==> src/rtl/layer0_sched.sv <==
// layer0_sched: frame/row sequencer for the layer0 datapath with a row watchdog
// and a shared image-memory read port arbitrated against a secondary requester.
module layer0_sched #(
    parameter int COLS    = 64,
    parameter int ROWS    = 64,
    parameter int TIMEOUT = 1023
) (
    input  logic        clk,
    input  logic        reset,
    input  logic        i_start,
    output logic        o_busy,
    output logic        o_done,
    output logic        o_err,
    output logic        o_l0_ready,
    input  logic        i_l0_busy,
    output logic        o_l0_go_down,
    input  logic        i_l0_valid,
    input  logic [11:0] i_l0_addr,
    input  logic        i_ds_ready,
    input  logic        i_l1_req,
    input  logic [11:0] i_l1_addr,
    output logic        o_l1_gnt,
    output logic [11:0] o_mem_addr
);
    localparam int CW = COLS > 1 ? $clog2(COLS) : 1;
    localparam int RW = ROWS > 1 ? $clog2(ROWS) : 1;
    localparam int WW = TIMEOUT > 1 ? $clog2(TIMEOUT) : 1;

    typedef enum logic [2:0] {IDLE, START, ROW, WAITDS, DONE} state_t;

    state_t          state, state_n;
    logic [CW-1:0]   col_cnt, col_n;
    logic [RW-1:0]   row_cnt, row_n;
    logic [WW-1:0]   wd, wd_n;
    logic            err_n, go, gnt_n;

    always_comb begin
        state_n = state;
        col_n   = col_cnt;
        row_n   = row_cnt;
        wd_n    = '0;
        err_n   = o_err;
        go      = 1'b0;
        case (state)
            IDLE: if (i_start) begin
                state_n = START;
                err_n   = 1'b0;
                col_n   = '0;
                row_n   = '0;
            end
            START: state_n = ROW;
            ROW: if (i_l0_valid) begin
                if (col_cnt == CW'(COLS - 1)) begin
                    col_n = '0;
                    if (row_cnt == RW'(ROWS - 1)) state_n = DONE;
                    else begin
                        row_n   = row_cnt + 1'b1;
                        state_n = WAITDS;
                    end
                end else col_n = col_cnt + 1'b1;
            end else if (wd == WW'(TIMEOUT - 1)) begin
                err_n   = 1'b1;
                state_n = IDLE;
            end else wd_n = wd + 1'b1;
            WAITDS: if (!i_l0_busy && i_ds_ready && !o_l1_gnt) begin
                go      = 1'b1;
                state_n = ROW;
            end
            DONE: state_n = IDLE;
            default: state_n = IDLE;
        endcase
        // a row advance in WAITDS takes priority over a fresh grant request
        gnt_n = o_l1_gnt ? i_l1_req
              : i_l1_req && !go && (state == IDLE || (state == WAITDS && !i_l0_busy));
    end

    always_ff @(posedge clk or negedge reset) begin
        if (!reset) begin
            state        <= IDLE;
            col_cnt      <= '0;
            row_cnt      <= '0;
            wd           <= '0;
            o_busy       <= 1'b0;
            o_done       <= 1'b0;
            o_err        <= 1'b0;
            o_l0_ready   <= 1'b0;
            o_l0_go_down <= 1'b0;
            o_l1_gnt     <= 1'b0;
        end else begin
            state        <= state_n;
            col_cnt      <= col_n;
            row_cnt      <= row_n;
            wd           <= wd_n;
            o_busy       <= state_n != IDLE;
            o_done       <= state_n == DONE;
            o_err        <= err_n;
            o_l0_ready   <= state_n == START;
            o_l0_go_down <= go;
            o_l1_gnt     <= gnt_n;
        end
    end

    assign o_mem_addr = o_l1_gnt ? i_l1_addr : i_l0_addr;
endmodule

==> config.mk <==
export PLATFORM = sky130hd
export DESIGN_NAME = layer0_sched
export DESIGN_NICKNAME = d
export VERILOG_FILES = /design/src/rtl/layer0_sched.sv
export SDC_FILE = /design/constraint.sdc
export NUM_CORES = 1
export LEC_CHECK = 0
export BUFFER_PORTS_ARGS = -buffer_cell sky130_fd_sc_hd__buf_4
export CAP_MARGIN = 20
export CORE_MARGIN = 2
export CORE_UTILIZATION = 30
export CTS_CLUSTER_SIZE = 14
export DETAILED_ROUTE_END_ITERATION = 8
export MAX_ROUTING_LAYER = met4
export RECOVER_POWER = 25
export SKIP_LAST_GASP = 1
export SLEW_MARGIN = 20
export SYNTH_ARGS = -nofsm -noshare
export SYNTH_HDL_FRONTEND = slang
export SYNTH_SLANG_ARGS = --single-unit
==> constraint.sdc <==
create_clock -name clk -period 2.5 [get_ports clk]
set_clock_uncertainty 0.2 [all_clocks]
set_input_delay 0.125 -clock clk [delete_from_list [all_inputs] [get_ports clk]]
set_output_delay 0.125 -clock clk [all_outputs]
set_load 0.1 [all_outputs]
---- Yosys cells after proc, flatten, opt, wreduce, memory -nomap -nowiden ----
Index checks and enable logic that the tools add are counted.
storage, ports and cells
  register bits ........................... 31
  bits in latches ......................... 0
  memory bits (writable) .................. 0
  memory bits (read-only) ................. 0
  input port bits ......................... 31
  logic and storage cells ................. 68
  memories ................................ 0
operators by class
  add/sub/neg operators ................... 3
  $mul .................................... 0
  divide/modulo/power cells ............... 0
  order comparisons ....................... 0
  equality and inequality tests ........... 14
  shift-type cells ........................ 0
  multiplexer cells ....................... 26
  bitwise operators ....................... 0
  reductions and logical operators ........ 15
operators by type and width
  kind                     number
  $mux W6                  6
  $mux W10                 3
  $pmux W6 S2              2
  $mux W3                  6
  $add A6 B1 Y6 const B    2
  $eq A6 B6 Y1 const B     2
  $mux W12                 1
  $ne A2 B2 Y1 const B     6
  $pmux W3 S4              1
  $add A10 B1 Y10 const B  1
  $eq A10 B10 Y1 const B   1
  $eq A3 B1 Y1 const B     2
  $eq A3 B2 Y1 const B     2
  $mux W1                  6
  $logic_and A1 B1 Y1      5
  $reduce_and A5 Y1        1
  $reduce_and A4 Y1        1
  $eq A3 B3 Y1 const B     1
  $logic_not A1 Y1         3
  $logic_not A3 Y1         1
  $reduce_and A3 Y1        1
  $reduce_bool A3 Y1       1
  $pmux W1 S2              1
  $reduce_bool A2 Y1       1
  $logic_or A1 B1 Y1       1

---- Depth between registers and ports, before layout ----
Gate-level depths: netlist of run 1.
  word-level depth ........................ 9
  gate-level depth with buffers ........... 7
  gate-level depth less buffers ........... 7

---- Worst setup path before layout of run 1 ----
Ideal clock, no wire load.
  path kind ............................... register to output
  from .................................... register o_l1_gnt
  to ...................................... output o_mem_addr[10]
  arrival time ............................ 2106 ps
  required time ........................... 2175 ps
  path slack .............................. 69 ps
  stages on the path, launching flop included .. 4
  path buffers ............................ 2
  cell sequence ........................... dfrtp_1 clkbuf_1 clkbuf_1 mux2_2
on the way
  cells in the longest elaborated chain, start to end .. 1
RTL lines
  element                 line  source
  start, declared         22    output logic o_l1_gnt,
  start signal, assigned  99    o_l1_gnt <= gnt_n;
  $mux W12                103   assign o_mem_addr = o_l1_gnt ? i_l1_addr : i_l0_addr;
  end, declared           23    output logic [11:0] o_mem_addr
No other way between the ends.

---- Worst setup path in the final report of run 1 ----
  from .................................... register row_cnt[0]
  to ...................................... register row_cnt[5]
on the way
  cells in the longest elaborated chain, start to end .. 5
  elaborated cells between the ends (all ways) .. 8
RTL lines
  element                 line  source
  start, declared         33    logic [RW-1:0] row_cnt, row_n;
  start signal, assigned  92    row_cnt <= row_n;
  $add A6 B1 Y6           57    row_n = row_cnt + 1'b1;
  $mux W6                 55    if (row_cnt == RW'(ROWS - 1)) state_n = DONE;
  $mux W6                 53    if (col_cnt == CW'(COLS - 1)) begin
  $mux W6                 52    ROW: if (i_l0_valid) begin
  $pmux W6 S2             44    case (state)
Parallel ways exist; a longest one is shown, timed or not. The select of a mux whose other input is x is not followed.
A chain may end at the register's enable or synchronous reset.

==> flow_metrics.py, run 1 <==
metrics = {
    "worst_setup_path": {
        "path_class": "flip-flop to flip-flop",
        "start_kind": "flip-flop",
        "crit_required_ps": 2510,
        "arrival_ps": 2100,
        "end_kind": "flip-flop",
        "cp_max_fo": 10,
    },
    "die": {
        "rows": 26,
        "fp.dieArea_um2": 6090,
        "die_height_um": 78.0,
        "design.core.area_um2": 5200,
        "num_io_pins": 49,
        "initial_core_util_pct": 31.6,
        "die_w_um": 78.0,
    },
    "pwr": {
        "p_total_w": 0.00222,
        "clkPwrFrac_pct": 16.4,
        "p_comb_share_pct": 53.0,
        "ir_drop_mv": 0.678,
        "power.internal_w": 0.00112,
        "p_leak_nw": 1.01,
        "swShare_pct": 49.8,
        "power.switching_w": 0.00110,
        "power_frac_seq_pct": 30.6,
        "powerDensity_nw_per_um2": 1000,
    },
    "grt": {
        "grt.overflow.total": 0,
        "track_usage_pct": 12.7,
        "grt_pass1_vias": 1418,
        "grt_max_degree": 32,
        "grt_first_pass_wirelength_um": 6100,
        "antenna_found_initial": 0,
    },
    "logic_synthesis": {
        "synth_area_um2": 1640,
        "syn_nets": 202,
        "synth_edf_count": 0,
        "synth-main-ff-cell": "dfrtp_1",
        "syn_area_per_cell_um2": 9.84,
        "netlist_top_cells_area": "dfrtp_1, mux2_2, nor2_1",
        "yosys_warnings": 0,
        "synth_seq_cells": 31,
        "async_flop_share_pct": 100,
        "syn_inst": 167,
        "yosysMostFrequentCell": "dfrtp_1",
        "synth.distinct_cells": 36,
        "synth_top_area_cell": "dfrtp_1",
        "yosysTopAreaCellShare_pct": 47.2,
        "synth_common_cells": "dfrtp_1, nor2_1, nand2_1",
        "yosysSeqAreaShare_pct": 47.2,
    },
    "routing": {
        "drt_pass1_iterations": 5,
        "antenna_left": 0,
        "met1_length_um": 1620,
        "drc": 0,
        "vias": 1414,
        "wl_um": 3440,
        "met3_wirelength_um": 257,
        "wl_per_cell_um": 11.7,
        "routed_via_density": 4.79,
        "drt_iter0_drc": 83,
        "dr_wl_met2_um": 1520,
        "routed.top_layer": "met4",
    },
    "sta": {
        "setup_viol": 0,
        "rsz0062_at_grt": "false",
        "drv_slew": 32,
        "slew_headroom_pct": -9.58,
        "fin_tns_setup_ps": 0,
        "tightest_slew_ps": 1640,
        "fmax_ghz": 0.477,
        "hold_viol": 0,
        "post-route-min-period_ps": 2090,
        "post-route-period-util_pct": 83.8,
    },
    "final_layout": {
        "final-seq-area_um2": 776,
        "insertedDiodeCount": 0,
        "multi_input_area_um2": 836,
        "nNetsFinal": 259,
        "finish.utilization_pct": 42.5,
        "drive_gt1_share_pct": 32.9,
        "syn2layout_area_growth_pct": 34.6,
        "fill_cells": 547,
    },
    "clock_network": {
        "cts_resized": 0,
        "ctsRootBufferMaster": "clkbuf_8",
        "clk_pin_slew_ps": 60,
        "clk_latency_ps": 280,
        "cts_setup_buffers": 0,
        "cts_hold_buffers": 5,
        "h-tree-depth": 2,
        "cts_sinks": 31,
        "cts_tree": "done",
        "numCtsBuffers": 5,
        "clock_path_buffers": 2,
    },
    "placed_design": {
        "io_buffers": 48,
        "finalWeightedCongestion": 0.801,
        "dpl.hpwl_um": 2590,
    },
    "outcome": {
        "status": "finished, violations left",
        "violations": "max-capacitance violations, max-slew violations",
    },
    "job": {
        "maxCapViolCount": 1,
    },
    "worst_hold_path": {
        "hp-class": "primary input to flip-flop",
    },
}
## cell type report
cell class / instances / area share (%)
Timing Repair Buffer: 55 / 19.1
Tap cell: 70 / 3.96
Sequential cell: 31 / 35.0
Inverter: 3 / 0.509
Clock buffer: 7 / 3.45
Clock inverter: 1 / 0.226
Multi-Input combinational cell: 128 / 37.8
## through the flow
| step | worst slack (ps) | std cells | hold slack [ps] | instance area [µm²] |
|---|---|---|---|---|
| 5_1_grt | 126 | 295 | 75.1 | 2210 |
| 3_5_place_dp | 399 | 282 | -117 | 2090 |
| 6_report | 406 | 295 | 19.1 | 2210 |
| 4_1_cts | 408 | 295 | 21.9 | 2220 |
| 2_1_floorplan | 68.8 | 167 | -371 | 1640 |
| 3_3_place_gp | 455 | 282 | -115 | 2090 |
## registers in the layout, summed over array words and instances (netlist names)
| signal | flops |
|---|---|
| wd | 10 |
| row_cnt | 6 |
| col_cnt | 6 |
| o_l0_ready | 1 |
| o_done | 1 |
| o_l0_go_down | 1 |
| o_err | 1 |
| o_l1_gnt | 1 |
| o_busy | 1 |
| state | 3 |
## power groups by stage
stage                     logic, W  clock network (W)  registers [W]
final                      0.00118           0.000365       0.000678
after global routing       0.00126           0.000402       0.000694
after CTS                  0.00119           0.000382       0.000678
after detailed placement   0.00118                  0       0.000687
after global placement     0.00118                  0       0.000683
after floorplan           0.000761                  0       0.000842
## routing by layer
layer  track usage [%]  up-vias
met2              19.2       61
met5                 -        -
met4              4.74        0
met1              16.5      651
li1                  -      697
met3              3.10        5
## worst max-delay path, stage by stage (launching register included)
cell and delay, ps:
dfrtp_1 410, ha_1 240, nand2_1 80, nor2_1 50, o31a_1 390, or4_1 520, a21oi_1 140
## layout by cell type, fill, tap and decap left out, drive strengths merged, types with 2 or more instances in the layout
master / Yosys / final
nor3b: 2 / 2
or4: 2 / 2
ha: 4 / 4
clkbuf: 3 / 8
xnor2: 3 / 3
dfrtp: 31 / 31
mux2: 12 / 12
or3: 3 / 3
nand2b: 4 / 4
nand2: 16 / 16
o31ai: 3 / 3
xor2: 7 / 7
nor3: 3 / 3
inv: 3 / 3
nand4: 4 / 4
o21ai: 10 / 10
buf: 2 / 49
nor2: 23 / 23
and3: 3 / 3
a31oi: 2 / 2
nor2b: 2 / 2
dlygate4sd3: 0 / 5
nand3: 9 / 9
a21oi: 7 / 7
## worst paths after layout
kind	to	slack (ps)	startpoint	cells after the start
max reg2reg	row_cnt[5]	410	row_cnt[0]	6
min	state[0]	20	i_l0_busy	4
max in group asynchronous	col_cnt[4]	540	reset	2
min in group asynchronous	wd[2]	600	reset	2
min reg2reg	col_cnt[5]	290	col_cnt[5]	1
max	row_cnt[5]	410	row_cnt[0]	6
## kinds of logic after synthesis
kind of cell	share of synthesized area, %
AOI/OAI and AO/OA	11.1
muxes	8.22
buffers and inverters	1.98
adders and majority gates	3.04
xor gates and xnor gates	5.33
DFF	47.2
and+or+nand+nor	23.1
No activity file was read; power rests on OpenSTA's default activity.
==> run 2: changes to the inputs <==
==> constraint.sdc (replaced) <==
create_clock -name clk -period 1.9 [get_ports clk]
set_clock_uncertainty 0.2 [all_clocks]
set_input_delay 0.095 -clock clk [delete_from_list [all_inputs] [get_ports clk]]
set_output_delay 0.095 -clock clk [all_outputs]
set_load 0.1 [all_outputs]
==> run 2 against run 1 <==
First-iteration DRC count is 1.2% lower. Utilization is 5.6 points higher. The run ends with negative setup slack left. Total power is 49% higher. Worst setup slack worse by 430 ps. Fmax is 8.9% higher. Final cell count is 8.8% higher. Via count is 7.1% higher. Largest cell class unchanged.
==> flow_metrics.py, run 2 (synthesis results as in run 1) <==
metrics = {
    "final_layout": {
        "largest_reg_flops": 10,
        "stdcell_area_um2": 2500,
        "top_regs": "wd x10, col_cnt x6, row_cnt x6",
        "final-seq-area_um2": 779,
        "syn2layout_area_growth_pct": 52.3,
        "insertedDiodeCount": 0,
        "fill_cells": 508,
        "mostFrequentLayoutCells": "buf_4, dfrtp_1, nor2_1",
        "stdcell_count": 321,
        "nNetsFinal": 286,
        "largest-register": "wd",
        "final_common_cell": "buf_4",
        "drive_gt1_share_pct": 45.0,
        "multi_input_area_um2": 905,
    },
    "sta": {
        "hold_ws_ps": 90.5,
        "rsz0062_at_grt": "true",
        "drv_slew": 0,
        "tightest_slew_ps": 782,
        "worst_slack_ps": -23.5,
        "hold_viol": 0,
        "slew_headroom_pct": 47.8,
        "setup_viol": 1,
        "post-route-min-period_ps": 1920,
        "fmax_ghz": 0.520,
        "post-route-period-util_pct": 101,
    },
    "worst_setup_path": {
        "path_class": "flip-flop to flip-flop",
        "end_kind": "flip-flop",
        "reg2regPathDepth": 6,
        "r2r_slack_ps": -20,
        "timing.rr.end": "row_cnt[4]",
        "crit_path_end": "row_cnt[4]",
        "timing.rr.start": "col_cnt[0]",
        "crit_required_ps": 1910,
        "startpoint": "col_cnt[0]",
        "arrival_ps": 1930,
        "start_kind": "flip-flop",
        "cp_max_fo": 5,
    },
    "routing": {
        "wl_um": 4190,
        "wl_per_cell_um": 13.1,
        "drt_iter0_drc": 82,
        "drc": 0,
        "antenna_left": 0,
        "routed_via_density": 4.72,
        "drt_pass1_iterations": 4,
        "vias": 1515,
    },
    "pwr": {
        "power_frac_seq_pct": 26.0,
        "power.switching_w": 0.00157,
        "power.internal_w": 0.00174,
        "powerDensity_nw_per_um2": 1320,
        "ir_drop_mv": 0.508,
        "p_leak_nw": 1.17,
        "clkPwrFrac_pct": 14.5,
        "p_comb_share_pct": 59.4,
        "swShare_pct": 47.4,
    },
    "die": {
        "num_io_pins": 49,
        "fp.dieArea_um2": 6090,
        "design.core.area_um2": 5200,
        "die_w_um": 78.0,
        "initial_core_util_pct": 31.6,
        "die_height_um": 78.0,
        "rows": 26,
    },
    "clock_network": {
        "clk_pin_slew_ps": 60,
        "clk_latency_ps": 280,
        "cts_tree": "done",
        "clock_path_buffers": 2,
        "ctsRootBufferMaster": "clkbuf_8",
        "numCtsBuffers": 5,
        "cts_sinks": 31,
        "h-tree-depth": 2,
    },
    "placed_design": {
        "io_buffers": 48,
        "dp.cells": 307,
        "finalWeightedCongestion": 0.786,
        "dpl.hpwl_um": 3200,
        "place_area_um2": 2310,
    },
    "grt": {
        "grt.overflow.total": 0,
        "grt_first_pass_wirelength_um": 7000,
        "track_usage_pct": 15.0,
        "grt_pass1_vias": 1553,
        "antenna_found_initial": 0,
        "grt_max_degree": 32,
    },
    "job": {
        "maxCapViolCount": 0,
    },
    "worst_hold_path": {
        "hold_path.startpoint": "i_start",
        "hp-class": "primary input to flip-flop",
    },
    "outcome": {
        "status": "finished, violations left",
        "violations": "negative setup slack",
    },
}
run 2: cell types whose count changed in the layout (fill, tap and decap cells not counted), moves of 4 or more:
| cell | previous run | this run |
|---|---|---|
| buf_4 | 49 | 73 |
| mux2_2 | 12 | 7 |
| mux2_4 | 0 | 5 |
| a21oi_1 | 7 | 3 |
| a21oi_2 | 0 | 4 |
run 2: power by group through the flow:
stage | clock network, W | logic [W] | registers [W]
2_1_floorplan | 0 | 0.00105 | 0.00112
3_3_place_gp | 0 | 0.00188 | 0.000860
3_5_place_dp | 0 | 0.00190 | 0.000870
4_1_cts | 0.000500 | 0.00193 | 0.000860
5_1_grt | 0.000533 | 0.00208 | 0.000876
6_report | 0.000479 | 0.00196 | 0.000860
run 2: stage by stage:
stage / util [%] / setup WS (ps) / total power [W] / setup TNS (ps)
2_1_floorplan: - / -20.7 / 0.00216 / -62.1
3_3_place_gp: 44.4 / 42.7 / 0.00274 / 0
3_5_place_dp: 44.4 / -37.2 / 0.00277 / -50.4
4_1_cts: 47.4 / -1.78 / 0.00329 / -1.78
5_1_grt: 48.1 / -84.1 / 0.00349 / -287
6_report: 48.1 / -23.5 / 0.00330 / -23.5
run 2: final cells by class:
| cell class | count | share of cell area [%] |
|---|---|---|
| clock buffer | 7 | 3.05 |
| timing repair buffer | 82 | 25.7 |
| multi-input combinational | 128 | 36.1 |
| sequential | 31 | 31.1 |
| inverter | 3 | 0.450 |
| tap | 70 | 3.50 |
run 2: metal layers:
metal	routed length (µm)	track usage [%]	part of all wire (%)	up-vias
met5	0	-	0	-
met4	65	5.79	1.6	0
met3	88	3.33	2.1	8
met2	2200	25.2	52	13
met1	1840	17.5	44	741
li1	-	-	-	753
run 2: worst min path at each step:
stage	slack, ps	to	depth (start not counted)
floorplan	-400	col_cnt[0]	0
global placement	-140	wd[5]	1
detailed placement	-140	wd[9]	1
CTS	80	o_l0_ready	4
global route	90	o_l0_ready	4
finish	90	o_l0_ready	4
run 2: what timing repair did:
item | CTS | global route
resized for setup | 5 | 7
setup buffers | 0 | 1
hold buffers | 6 | 0
pin swaps | 6 | 2
setup endpoints to repair | 4 | 8
endpoints found under the hold margin | 37 | 0
run 2: worst max-delay path, stage by stage (launching register included):
cell,delay [ps]
dfrtp_1,370
ha_2,210
nand3_2,70
o31a_1,360
buf_6,140
or3_4,360
a21oi_2,140
==> run 3: changes to the inputs <==
--- a/config.mk
+++ b/config.mk
@@ -5,6 +5,7 @@
 export SDC_FILE = /design/constraint.sdc
 export NUM_CORES = 1
 export LEC_CHECK = 0
+export ABC_AREA = 1
 export BUFFER_PORTS_ARGS = -buffer_cell sky130_fd_sc_hd__buf_4
 export CAP_MARGIN = 20
 export CORE_MARGIN = 2
==> run 3 against run 2 <==
The flow now finishes without violations. Synthesized cell count rose by 38%. Utilization fell by 4.9 points. Area after synthesis rose by 6.4%. First-iteration DRC count fell by 4.9%. Clock-buffer cell count fell by 1. Clock power rose by 41%. Non-clock buffer count fell by 25. Worst setup slack improved by 180 ps. Total power rose by 9.6%. Final cell count rose by 14%. Register-to-register slack improved by 180 ps. Critical endpoint is now row_cnt[5]. Largest cell class unchanged. Largest power group unchanged.
==> flow_metrics.py, run 3 <==
metrics = {
    "placed_design": {
        "finalWeightedCongestion": 0.784,
        "io_buffers": 48,
        "dp_slack_ps": 186,
        "dpl.hpwl_um": 3080,
        "place_area_um2": 2230,
        "dp.cells": 351,
    },
    "worst_setup_path": {
        "crit_required_ps": 1870,
        "cpLargestDelayFamily": "simple AND/OR/NAND/NOR gates",
        "critPathBufInv": 0,
        "cp_slowest_cell": "dfrtp_1",
        "path_class": "flip-flop to flip-flop",
        "end_kind": "flip-flop",
        "crit_chain": "ha_1 -> nand3_2 -> nor2_4 -> nor2_2 -> nor2_1 -> nand2_2 -> nand2_1 -> o21ai_1",
        "cp_max_fo": 8,
        "start_kind": "flip-flop",
        "slowest_delay_ps": 400,
        "arrival_ps": 1710,
    },
    "clock_network": {
        "h-tree-depth": 2,
        "cts_setup_buffers": 0,
        "numCtsBuffers": 5,
        "cts_sinks": 31,
        "ctsRootBufferMaster": "clkbuf_8",
        "clk_pin_slew_ps": 70,
        "clk_latency_ps": 280,
        "clock_path_buffers": 2,
        "cts_tree": "done",
    },
    "die": {
        "die_height_um": 80.4,
        "rows": 27,
        "num_io_pins": 49,
        "design.core.area_um2": 5570,
        "fp.dieArea_um2": 6460,
        "die_w_um": 80.4,
        "initial_core_util_pct": 31.4,
    },
    "grt": {
        "antenna_found_initial": 0,
        "grt_first_pass_wirelength_um": 6810,
        "grt_max_degree": 32,
        "track_usage_pct": 13.9,
        "grt.overflow.total": 0,
        "grt_pass1_vias": 1575,
    },
    "sta": {
        "fin_tns_setup_ps": 0,
        "post-route-period-util_pct": 91.7,
        "post-route-min-period_ps": 1740,
        "setup_viol": 0,
        "fmax_ghz": 0.574,
        "tightest_slew_ps": 769,
        "rsz0062_at_grt": "false",
        "worst_slack_ps": 157,
        "slew_headroom_pct": 48.7,
        "drv_slew": 0,
        "hold_viol": 0,
    },
    "routing": {
        "drt_iter0_drc": 78,
        "drt_pass1_iterations": 4,
        "antenna_left": 0,
        "wl_um": 4000,
        "routed_via_density": 4.37,
        "drc": 0,
        "vias": 1596,
        "wl_per_cell_um": 10.9,
    },
    "outcome": {
        "status": "complete, no violations",
    },
    "logic_synthesis": {
        "syn_nets": 266,
        "synth_common_cells": "nand2_1, dfrtp_1, inv_1",
        "yosys_warnings": 0,
        "synth_edf_count": 0,
        "synth.distinct_cells": 27,
        "yosysMostFrequentCell": "nand2_1",
        "syn_inst": 231,
        "async_flop_share_pct": 100,
        "synth-main-ff-cell": "dfrtp_1",
        "yosysTopAreaCellShare_pct": 44.3,
        "synth_seq_cells": 31,
        "netlist_top_cells_area": "dfrtp_1, nand2_1, nand3_1",
        "syn_area_per_cell_um2": 7.57,
        "synth_top_area_cell": "dfrtp_1",
        "synth_area_um2": 1750,
        "yosysSeqAreaShare_pct": 44.3,
    },
    "pwr": {
        "ir_drop_mv": 0.894,
        "p_leak_nw": 1.26,
        "powerDensity_nw_per_um2": 1500,
    },
    "final_layout": {
        "nNetsFinal": 327,
        "largest-register": "wd",
        "top_regs": "wd x10, col_cnt x6, row_cnt x6",
        "insertedDiodeCount": 0,
        "largest_reg_flops": 10,
        "finish.utilization_pct": 43.2,
        "stdcell_area_um2": 2410,
        "final_common_cell": "nand2_1",
        "fill_cells": 589,
        "mostFrequentLayoutCells": "nand2_1, buf_4, dfrtp_1",
        "stdcell_count": 365,
        "drive_gt1_share_pct": 29.7,
        "syn2layout_area_growth_pct": 37.8,
    },
    "worst_hold_path": {
        "hp-class": "primary input to flip-flop",
    },
    "job": {
        "maxCapViolCount": 0,
    },
}
## run 3: cell count changes after synthesis, moves of 4 or more
cell     before  now
mux2_2       12    0
nand2_1      15   83
inv_1         3   26
nand3_1       9   21
o21ai_0      10    5
nor2_2        0    4
## run 3: report_power, final
group | switching, W | total (W) | leakage (nW) | internal [W]
clock | 0.000249 | 0.000673 | 0.0612 | 0.000424
sequential | 0.000114 | 0.000892 | 0.414 | 0.000779
combinational | 0.00156 | 0.00205 | 0.787 | 0.000498
## run 3: final timing paths
path	start	to	slack (ps)	depth (start not counted)
min reg2reg	wd[0]	wd[0]	290	1
max	col_cnt[0]	row_cnt[5]	160	8
max reg2reg	col_cnt[0]	row_cnt[5]	160	8
min	i_start	state[0]	40	5
min in group asynchronous	reset	o_done	220	2
max in group asynchronous	reset	row_cnt[0]	750	2
## run 3: routing by layer
metal | vias to the layer above | GRT usage (%) | part of all wire [%]
met5 | - | - | 0
met4 | 0 | 4.75 | 1.5
met3 | 7 | 4.16 | 2.5
met2 | 12 | 22.9 | 50
met1 | 733 | 16.3 | 46
li1 | 844 | - | -
## run 3: kinds of logic (layout without fill, tap and decap cells)
logic type                 count (synthesis)  after routing  synth area share [%]
and+or+nand+nor                          142            142                  36.7
DFF                                       31             31                  44.3
buffers and inverters                     29             91                  6.65
AOI/OAI and AO/OA                         17             17                  5.44
xor gates and xnor gates                   8              8                  4.01
adders and majority gates                  4              4                  2.86
## run 3: layout make-up
cell class,instances,area [µm²],area share (%)
well taps,72,90.1,3.74
repair buffers,57,440,18.3
clock inverters,2,35.0,1.45
multi-input cells,171,882,36.6
inverters,26,101,4.21
flip-flops and latches,31,778,32.3
clock buffers,6,82.6,3.43
## run 3: worst reg2reg max path: cells and delay by family, from the launching register on
| family | cells | cell delay (ps) |
|---|---|---|
| simple gates | 6 | 690 |
| flops | 1 | 400 |
| fa+ha+maj | 1 | 280 |
| compound gates | 1 | 60 |
## run 3: per-stage QoR
step | hold WS, ps | total power, W
after floorplan | -401 | 0.00248
after global placement | -144 | 0.00293
after detailed placement | -142 | 0.00293
after CTS | 40.0 | 0.00364
after global routing | 52.9 | 0.00384
final | 41.9 | 0.00362
## run 3: repair_timing
action / in CTS / in global routing
endpoints found under the setup margin: 0 / 3
hold buffers: 6 / 0
endpoints found under the hold margin: 34 / 0
resized for setup: 0 / 3
